==> src/rtl/pe_pkg.sv <==
// pe_pkg: shared mode constants, default widths and the
// saturating/wrapping add helper used by the PE datapath.
package pe_pkg;

   localparam logic MODE_WS = 1'b0;
   localparam logic MODE_OS = 1'b1;

   localparam int DEF_A_W = 8;
   localparam int DEF_W_W = 8;
   localparam int DEF_P_W = 24;

   // Operands are widened to ADD_W so the exact sum never overflows.
   localparam int ADD_W = 64;

   typedef struct packed {
      logic signed [ADD_W-1:0] sum;
      logic                    ovf;
   } add_res_t;

   function automatic add_res_t sat_add(
      input logic signed [ADD_W-1:0] a,
      input logic signed [ADD_W-1:0] b,
      input int                      w,
      input logic                    sat
   );
      logic signed [ADD_W-1:0] s;
      logic signed [ADD_W-1:0] hi;
      logic signed [ADD_W-1:0] lo;
      add_res_t                r;
      s     = a + b;
      hi    = (64'sd1 <<< (w - 1)) - 64'sd1;
      lo    = -(64'sd1 <<< (w - 1));
      r.ovf = (s > hi) || (s < lo);
      r.sum = s;
      if (sat && (s > hi)) r.sum = hi;
      if (sat && (s < lo)) r.sum = lo;
      return r;
   endfunction

endpackage

==> src/rtl/pe_sat_add.sv <==
// pe_sat_add: P_W-bit signed adder, clamping (SAT=1) or wrapping
// (SAT=0), with an overflow indication in both cases.
module pe_sat_add
   import pe_pkg::*;
#(
   parameter int P_W = DEF_P_W,
   parameter int SAT = 1
) (
   input  logic signed [P_W-1:0] a,
   input  logic signed [P_W-1:0] b,
   output logic signed [P_W-1:0] sum,
   output logic                  ovf
);

   add_res_t res;

   always_comb begin
      res = sat_add(ADD_W'(a), ADD_W'(b), P_W, SAT != 0);
   end

   // Clamped results already fit; wrapped results keep the low bits.
   assign sum = res.sum[P_W-1:0];
   assign ovf = res.ovf;

endmodule

==> src/rtl/pe_dbuf.sv <==
// pe_dbuf: systolic PE with double-buffered weight, two-stage MAC
// pipeline, weight-stationary and output-stationary modes.
module pe_dbuf
   import pe_pkg::*;
#(
   parameter int A_W = DEF_A_W,
   parameter int W_W = DEF_W_W,
   parameter int P_W = DEF_P_W,
   parameter int SAT = 1
) (
   input  logic                  CLK,
   input  logic                  RSTN,
   input  logic                  EN,
   input  logic                  MODE,
   input  logic                  W_LOAD,
   input  logic signed [W_W-1:0] W_IN,
   input  logic                  W_SWAP,
   input  logic                  ENLeft,
   output logic                  ENRight,
   input  logic                  ENTop,
   output logic                  ENDown,
   input  logic signed [A_W-1:0] A_IN,
   output logic signed [A_W-1:0] A_OUT,
   input  logic signed [P_W-1:0] PSUM_IN,
   output logic signed [P_W-1:0] PSUM_OUT,
   input  logic                  DRAIN,
   input  logic                  ACC_CLR,
   output logic                  OVF
);

   localparam int M_W = A_W + W_W;

   if (P_W < M_W) begin : g_pw_chk
      $error("pe_dbuf: P_W must be >= A_W + W_W");
   end
   if (P_W > ADD_W - 1) begin : g_pw_max
      $error("pe_dbuf: P_W too wide for the adder helper");
   end

   logic signed [W_W-1:0] w_shadow;
   logic signed [W_W-1:0] w_active;
   logic signed [M_W-1:0] prod;

   logic signed [A_W-1:0] a_r1;
   logic signed [P_W-1:0] psum_r1;
   logic signed [P_W-1:0] prod_r1;
   logic                  enl_r1;
   logic                  ent_r1;
   logic signed [P_W-1:0] acc;

   logic signed [P_W-1:0] ws_sum;
   logic signed [P_W-1:0] acc_sum;
   logic                  ws_ovf;
   logic                  acc_ovf;

   assign prod = M_W'(A_IN) * M_W'(w_active);

   pe_sat_add #(.P_W(P_W), .SAT(SAT)) u_ws_add (
      .a   (psum_r1),
      .b   (prod_r1),
      .sum (ws_sum),
      .ovf (ws_ovf)
   );

   pe_sat_add #(.P_W(P_W), .SAT(SAT)) u_acc_add (
      .a   (acc),
      .b   (prod_r1),
      .sum (acc_sum),
      .ovf (acc_ovf)
   );

   // Same-cycle load+swap: active takes the old shadow value.
   always_ff @(posedge CLK or negedge RSTN) begin
      if (!RSTN) begin
         w_shadow <= '0;
         w_active <= '0;
      end else begin
         if (W_LOAD) w_shadow <= W_IN;
         if (W_SWAP) w_active <= w_shadow;
      end
   end

   always_ff @(posedge CLK or negedge RSTN) begin
      if (!RSTN) begin
         a_r1     <= '0;
         psum_r1  <= '0;
         prod_r1  <= '0;
         enl_r1   <= 1'b0;
         ent_r1   <= 1'b0;
         A_OUT    <= '0;
         ENRight  <= 1'b0;
         ENDown   <= 1'b0;
         PSUM_OUT <= '0;
      end else if (EN) begin
         a_r1    <= A_IN;
         psum_r1 <= PSUM_IN;
         prod_r1 <= P_W'(prod);
         enl_r1  <= ENLeft;
         ent_r1  <= ENTop;
         A_OUT   <= a_r1;
         ENRight <= enl_r1;
         ENDown  <= ent_r1;
         if (MODE == MODE_WS) PSUM_OUT <= ws_sum;
         else if (DRAIN)      PSUM_OUT <= acc;
         else                 PSUM_OUT <= psum_r1;
      end else begin
         a_r1     <= '0;
         psum_r1  <= '0;
         prod_r1  <= '0;
         enl_r1   <= 1'b0;
         ent_r1   <= 1'b0;
         A_OUT    <= '0;
         ENRight  <= 1'b0;
         ENDown   <= 1'b0;
         PSUM_OUT <= '0;
      end
   end

   // Clear wins over accumulate and drain.
   always_ff @(posedge CLK or negedge RSTN) begin
      if (!RSTN) begin
         acc <= '0;
         OVF <= 1'b0;
      end else if (ACC_CLR) begin
         acc <= '0;
         OVF <= 1'b0;
      end else if (EN) begin
         if (MODE == MODE_WS) begin
            if (ws_ovf) OVF <= 1'b1;
         end else if (DRAIN) begin
            acc <= enl_r1 ? prod_r1 : '0;
         end else if (enl_r1) begin
            acc <= acc_sum;
            if (acc_ovf) OVF <= 1'b1;
         end
      end
   end

endmodule

==> config.mk <==
export PLATFORM = sky130hd
export DESIGN_NAME = pe_dbuf
export DESIGN_NICKNAME = d
export VERILOG_FILES = /design/src/rtl/pe_pkg.sv /design/src/rtl/pe_sat_add.sv /design/src/rtl/pe_dbuf.sv
export SDC_FILE = /design/constraint.sdc
export NUM_CORES = 1
export LEC_CHECK = 0
export BUFFER_PORTS_ARGS = -buffer_cell sky130_fd_sc_hd__buf_2
export CAP_MARGIN = 0
export CORE_AREA = 2 2 169 171
export CTS_CLUSTER_SIZE = 14
export DETAILED_ROUTE_END_ITERATION = 16
export DIE_AREA = 0 0 171 173
export PLACE_DENSITY = 0.6
export SLEW_MARGIN = 10
export SYNTH_ARGS = -nofsm -noshare
export SYNTH_HDL_FRONTEND = slang
export SYNTH_HIERARCHICAL = 1
export SYNTH_SLANG_ARGS = --single-unit
export TNS_END_PERCENT = 50
==> constraint.sdc <==
create_clock -name CLK -period 4.8 [get_ports CLK]
set_clock_uncertainty 0.15 [all_clocks]
set_input_delay 0.96 -clock CLK [delete_from_list [all_inputs] [get_ports CLK]]
set_output_delay 0.96 -clock CLK [all_outputs]
set_load 0.005 [all_outputs]
Yosys cells after proc, flatten, opt, wreduce, memory -nomap -nowiden
Index checks and enable logic that the tools add are counted.
- flip-flop bits (word level): 133
- latch bits: 0
- RAM bits: 0
- ROM bits: 0
- input port bits: 50
- output and inout bits: 35
- memories: 0
- add/sub/neg operators: 2
- $mul: 1
- div/mod/pow operators: 0
- $lt $le $gt $ge: 4
- equal/unequal tests: 3
- shift operators: 0
- muxes and demuxes: 28
- bitwise logic cells: 0
- reductions and logical operators: 8
- operators with widths (kind ; number):
    $mux 24 ; 15
    $add 24x24->25 ; 2
    $gt 25x24->1 const B ; 2
    $lt 25x24->1 const B ; 2
    $mul 8x8->16 ; 1
    $mux 8 ; 2
    $mux 1 ; 11
    $ne 3x1->1 const B ; 2
    $reduce_bool 3->1 ; 2
    $reduce_and 5->1 ; 1
    $reduce_bool 2->1 ; 2
    $ne 3x2->1 const B ; 1
    $reduce_and 3->1 ; 1
    $logic_or 1x1->1 ; 2

Depth between registers and ports, before layout
- depth after elaboration: 9
- depth in mapped cells: 17
- gate-level depth less buffers: 16

By module
The synthesis kept the hierarchy.
- modules (own cells, without submodules) (module ; instances ; cells each ; area each (um2)):
    pe_dbuf ; 1 ; 695 ; 7368.3
    pe_sat_add ; 2 ; 270 ; 1776.7

Least setup slack after synthesis
No wires, ideal clock.
- path type: in2reg
- start: input port A_IN[7]
- end: register prod_r1[14]
- library setup time: 104 ps
- data arrival time: 4732 ps
- data required time: 4546 ps
- setup slack: -186 ps
- stages on the path: 14
- path buffers: 0
- cells stage by stage: and2_1 fa_1 inv_1 fa_1 inv_1 fa_1 inv_1 fa_1 inv_1 ha_1 or3_4 o22a_2 or3b_1 o311ai_1
- longest elaborated chain between the ends: 2
- RTL lines (item ; RTL line ; source):
    start, declared ; pe_dbuf.sv:22 ; input logic signed [A_W-1:0] A_IN,
    $mul 8x8->16 ; pe_dbuf.sv:56 ; assign prod = M_W'(A_IN) * M_W'(w_active);
    $mux 24 ; pe_dbuf.sv:94 ; end else if (EN) begin
    end signal, assigned ; pe_dbuf.sv:97 ; prod_r1 <= P_W'(prod);
    end, declared ; pe_dbuf.sv:46 ; logic signed [P_W-1:0] prod_r1;
Every way passes these cells.
A chain may end at the register's enable or synchronous reset.

Final worst setup path
- start: input port A_IN[3]
- end: register prod_r1[14]
The elaborated chain is that of the path after synthesis.

==> summary by stage <==
Timing
The number of max-slew violations in the final report is 0. In this run the tightest slew margin relative to its limit is 0.348. The highest attainable clock frequency is 218 MHz. The ratio of final minimum period to clock period is 0.954. The hold violation total from the final report is 0.

Once routing completed, OpenROAD measured the worst setup slack at 0.219 ns. The count of endpoints failing setup in the final report is 0. The worst path in the final design needs a cycle of 4.58 ns, including I/O delays and setup. The total negative setup slack is 0 ns.

The actual transition at the worst max-transition pin is 0.978 ns. Setup repair after global routing left no endpoint under its margin. The hold slack is 0.305 ns.

Synth
Each instance of the synthesized netlist takes up on average 8.84 µm². The fraction of registers with async set/reset is 1.00. After synthesis the netlist holds a flip-flop and latch count of 125. The number of distinct standard cells referenced by the synthesized netlist is 59. The combined area of all synthesized cells is 0.0109 mm².

Yosys mapped a number of flops with a built-in enable equal to 0. Synthesis produced 1,235 cells. Of the synthesized area, sequential elements account for 0.286. The number of nets produced by synthesis is 1,419.

The count of synthesis-stage warnings from yosys is 6. The commonest register cell after synthesis is sky130_fd_sc_hd__dfrtp_1.

Worst setup path
For the worst setup path, the data arrival time is 4.77 ns. The category of the most critical setup path is in2reg. For this design, the slowest cell found on the critical path is sky130_fd_sc_hd__fa_1.

The kind of cell with the highest combined delay on the critical path is adder cells. The maximum fanout count along the critical path is 5. Data on the critical path is required at its endpoint by 4.99 ns. The worst setup path is captured at a register. The type of origin of the critical path is an input port. The worst path buffer plus inverter count is 5. The critical path goes through buf_2 -> and2_1 -> fa_1 -> inv_1 -> fa_1 -> inv_1 -> fa_1 -> inv_1 -> fa_1 -> inv_1 -> ha_1 -> o21ai_1 -> o21bai_1 -> o22a_2 -> or3b_1 -> o311ai_1. In this design, the stage delay of the slowest critical-path cell is 0.53 ns.

Clocking
The tree is rooted in a sky130_fd_sc_hd__clkbuf_16. The clock tree from TritonCTS is yes. The worst-case clock buffer depth is 2. The CTS H-tree depth is 4. The number of sinks driven by the clock tree is 125. Buffers inserted during clock tree synthesis total 17. After clock tree synthesis, the flow added hold-fix buffers numbering 0. The clock insertion delay at the later pin of the skew report is 0.43 ns.

The quantity of gates resized following cts is 0. In this run the post-CTS setup repair buffer count came out at 0. Clock-pin slew was measured on the worst setup and hold paths at 0.06 ns.

Routing
For this run, the detailed router's first-pass iteration total came to 5. The detailed router finished its first iteration with 534 violations. After detailed routing, the number of vias per cell comes to 5.29.

In the routed design, unresolved DRC markers number 0. The total number of vias is 9,109. The count of nets left with antenna violations once routing finished came out at 0. The average wire per cell in the routed design is 17.2 µm. Summed over all layers, the routed wires come to 29.6 mm.

Floorplan
In this run the count of I/O pins placed on the die edge is 85. The floorplan step set the die width to 171 µm. The initial utilization of the core area, before any placement, comes to 0.395. Row generation in the floorplan step produced 61 rows. The core outline area is 0.0276 mm².

The floorplan step defined a die boundary enclosing 0.0296 mm². The die height is 173 µm.

Power
The power density of the placed cells is 589 mW/mm². IR analysis of the VDD net gives a maximum drop of 0.000316 V. Summed over all cells, the static leakage comes to 6.04 nW.

Cells and area
Once layout is complete, the utilization of the core stands at 0.453. The number of filler instances in the final layout is 2,721. The number of antenna cells inserted is 0. The final standard cell count with taps included and fillers excluded is 1,723.

The synthesis-to-finish area growth is 14.7%. The total number of nets in the final design is 1,517. The ratio of cells with drive above 1 in the final layout is 0.155.

Status
The run finished with clean final reports.

Place
The global placer's final weighted congestion is 0.885. The number of cells after detailed placement is 1,692. Buffers placed on the I/O ports in this run total 84.

OpenSTA, run right after detailed placement, puts the worst setup slack at -0.289 ns. The half-perimeter wire length after detailed placement is 22.8 mm.

Global routing
After global routing the overflow that remains totals 0. The number of antenna violations at the first check in global routing is 0. The wire length of the first global-routing pass is 48.3 mm. The pin count of the biggest net entering global routing is 103. The number of global-route vias before repair is 9,126. The overall global routing resource usage is 0.207.

Min path
The worst hold-check path type is reg2reg.

Flow run
The count of max-cap constraint violations is 0.
worst reg2reg max path, cell delays in order (launching register included):
cell and delay [ns]:
sky130_fd_sc_hd__dfrtp_1 0.49, sky130_fd_sc_hd__and2_1 0.23, sky130_fd_sc_hd__fa_1 0.53, sky130_fd_sc_hd__inv_1 0.05
sky130_fd_sc_hd__fa_1 0.49, sky130_fd_sc_hd__inv_1 0.06, sky130_fd_sc_hd__fa_1 0.53, sky130_fd_sc_hd__inv_1 0.05
sky130_fd_sc_hd__fa_1 0.52, sky130_fd_sc_hd__inv_1 0.04, sky130_fd_sc_hd__ha_1 0.34, sky130_fd_sc_hd__o21ai_1 0.17
sky130_fd_sc_hd__o21bai_1 0.11, sky130_fd_sc_hd__o22a_2 0.21, sky130_fd_sc_hd__or3b_1 0.34, sky130_fd_sc_hd__o311ai_1 0.09
metrics by stage:
step / instance area [µm²] / power (mW)
2_1_floorplan: 10900 / 4.79
3_3_place_gp: 12000 / 6.10
3_5_place_dp: 12000 / 6.15
4_1_cts: 12500 / 7.41
5_1_grt: 12500 / 8.15
6_report: 12500 / 7.38
cell families (layout without fill, tap and decap cells):
| group | after synthesis | count (layout) | share of synthesized area |
|---|---|---|---|
| simple gates | 401 | 401 | 0.188 |
| compound gates | 316 | 316 | 0.186 |
| buf+inv | 156 | 266 | 0.0561 |
| fa+ha+maj | 142 | 142 | 0.200 |
| flops | 125 | 125 | 0.286 |
| xor+xnor | 54 | 54 | 0.0433 |
| mux | 41 | 41 | 0.0395 |
sequential cells by signal, indices dropped and copies added, names as in the netlist:
name	flops
ENDown	1
A_OUT	8
w_active	8
prod_r1	16
psum_r1	24
PSUM_OUT	24
w_shadow	8
OVF	1
enl_r1	1
ENRight	1
a_r1	8
ent_r1	1
acc	24
worst paths after layout:
kind | startpoint | to | slack (ns) | depth (start not counted)
worst max register to register | w_active[4] | prod_r1[14] | 0.31 | 15
worst max-delay path | A_IN[3] | prod_r1[14] | 0.22 | 16
worst min-delay path | ent_r1 | ENDown | 0.31 | 1
min in group asynchronous | RSTN | PSUM_OUT[18] | 0.46 | 1
worst min register to register | ent_r1 | ENDown | 0.31 | 1
max in group asynchronous | RSTN | psum_r1[19] | 3.14 | 2
layout by cell type, fill, tap and decap left out, types with 6 or more instances in the layout:
master	netlist	routed
sky130_fd_sc_hd__dfrtp_1	125	125
sky130_fd_sc_hd__nor2_1	103	103
sky130_fd_sc_hd__and2_1	103	102
sky130_fd_sc_hd__inv_1	104	102
sky130_fd_sc_hd__a21oi_1	88	87
sky130_fd_sc_hd__buf_2	10	83
sky130_fd_sc_hd__nand2_1	79	78
sky130_fd_sc_hd__o21ai_0	77	76
sky130_fd_sc_hd__ha_1	77	75
sky130_fd_sc_hd__fa_1	57	57
sky130_fd_sc_hd__buf_4	0	46
sky130_fd_sc_hd__a211oi_1	43	43
sky130_fd_sc_hd__xnor2_1	37	37
sky130_fd_sc_hd__a21o_1	29	29
sky130_fd_sc_hd__nor2b_1	25	25
sky130_fd_sc_hd__mux2i_1	24	24
sky130_fd_sc_hd__nand3_1	23	23
sky130_fd_sc_hd__mux2_2	17	17
sky130_fd_sc_hd__xor2_1	17	17
sky130_fd_sc_hd__clkbuf_16	0	17
sky130_fd_sc_hd__o21a_1	14	14
sky130_fd_sc_hd__nand4_1	14	14
sky130_fd_sc_hd__nand2b_1	12	12
sky130_fd_sc_hd__nor3_1	12	12
sky130_fd_sc_hd__o211ai_1	12	12
sky130_fd_sc_hd__nor3b_1	9	9
sky130_fd_sc_hd__a221o_1	8	8
sky130_fd_sc_hd__o22ai_1	6	6
cell type report:
type | count | area [µm²] | area share
multi-input combinational | 954 | 7200 | 0.575
sequential | 125 | 3130 | 0.250
timing repair buffer | 131 | 792 | 0.0632
tap | 378 | 473 | 0.0377
clock buffer | 20 | 447 | 0.0357
inverter | 104 | 390 | 0.0312
clock inverter | 11 | 95.1 | 0.00759
power breakdown:
group | leakage (nW) | switching [mW] | internal, mW
Sequential | 1.62 | 0.152 | 1.21
Clock | 0.262 | 0.500 | 0.718
Combinational | 4.16 | 2.61 | 2.19
synthesized netlist by cell type (3+ instances only):
cell type,count,area share
sky130_fd_sc_hd__a211oi_1,43,0.030
sky130_fd_sc_hd__o21ai_0,77,0.035
sky130_fd_sc_hd__and4_1,4,0.0032
sky130_fd_sc_hd__or3b_1,3,0.0024
sky130_fd_sc_hd__nand2b_1,12,0.0069
sky130_fd_sc_hd__inv_1,104,0.036
sky130_fd_sc_hd__a221o_1,8,0.0073
sky130_fd_sc_hd__mux2i_1,24,0.022
sky130_fd_sc_hd__nand4_1,14,0.0080
sky130_fd_sc_hd__o22ai_1,6,0.0034
sky130_fd_sc_hd__a211oi_2,3,0.0034
sky130_fd_sc_hd__a21o_1,29,0.020
sky130_fd_sc_hd__clkbuf_1,37,0.013
sky130_fd_sc_hd__buf_1,3,0.0010
sky130_fd_sc_hd__o21a_1,14,0.0096
sky130_fd_sc_hd__mux2_2,17,0.018
sky130_fd_sc_hd__a21oi_1,88,0.040
sky130_fd_sc_hd__a211o_1,5,0.0040
sky130_fd_sc_hd__maj3_1,4,0.0037
sky130_fd_sc_hd__maj3_2,4,0.0041
sky130_fd_sc_hd__dfrtp_1,125,0.29
sky130_fd_sc_hd__o211ai_1,12,0.0082
sky130_fd_sc_hd__nand2_1,79,0.027
sky130_fd_sc_hd__fa_1,57,0.10
sky130_fd_sc_hd__and3_1,5,0.0029
sky130_fd_sc_hd__nor2b_1,25,0.014
sky130_fd_sc_hd__nor3_1,12,0.0055
sky130_fd_sc_hd__and2_1,103,0.059
sky130_fd_sc_hd__a21oi_2,4,0.0032
sky130_fd_sc_hd__xor2_1,17,0.014
sky130_fd_sc_hd__ha_1,77,0.088
sky130_fd_sc_hd__buf_2,10,0.0046
sky130_fd_sc_hd__nor3b_1,9,0.0062
sky130_fd_sc_hd__nand3_1,23,0.011
sky130_fd_sc_hd__xnor2_1,37,0.030
sky130_fd_sc_hd__nor2_1,103,0.035
layer usage:
metal  GRT usage  share of wire
met1       0.279           0.46
met2       0.327           0.46
met3      0.0373          0.041
met4      0.0879          0.038
met5           0              0
Note: power is estimated with default switching activity, not from simulation.
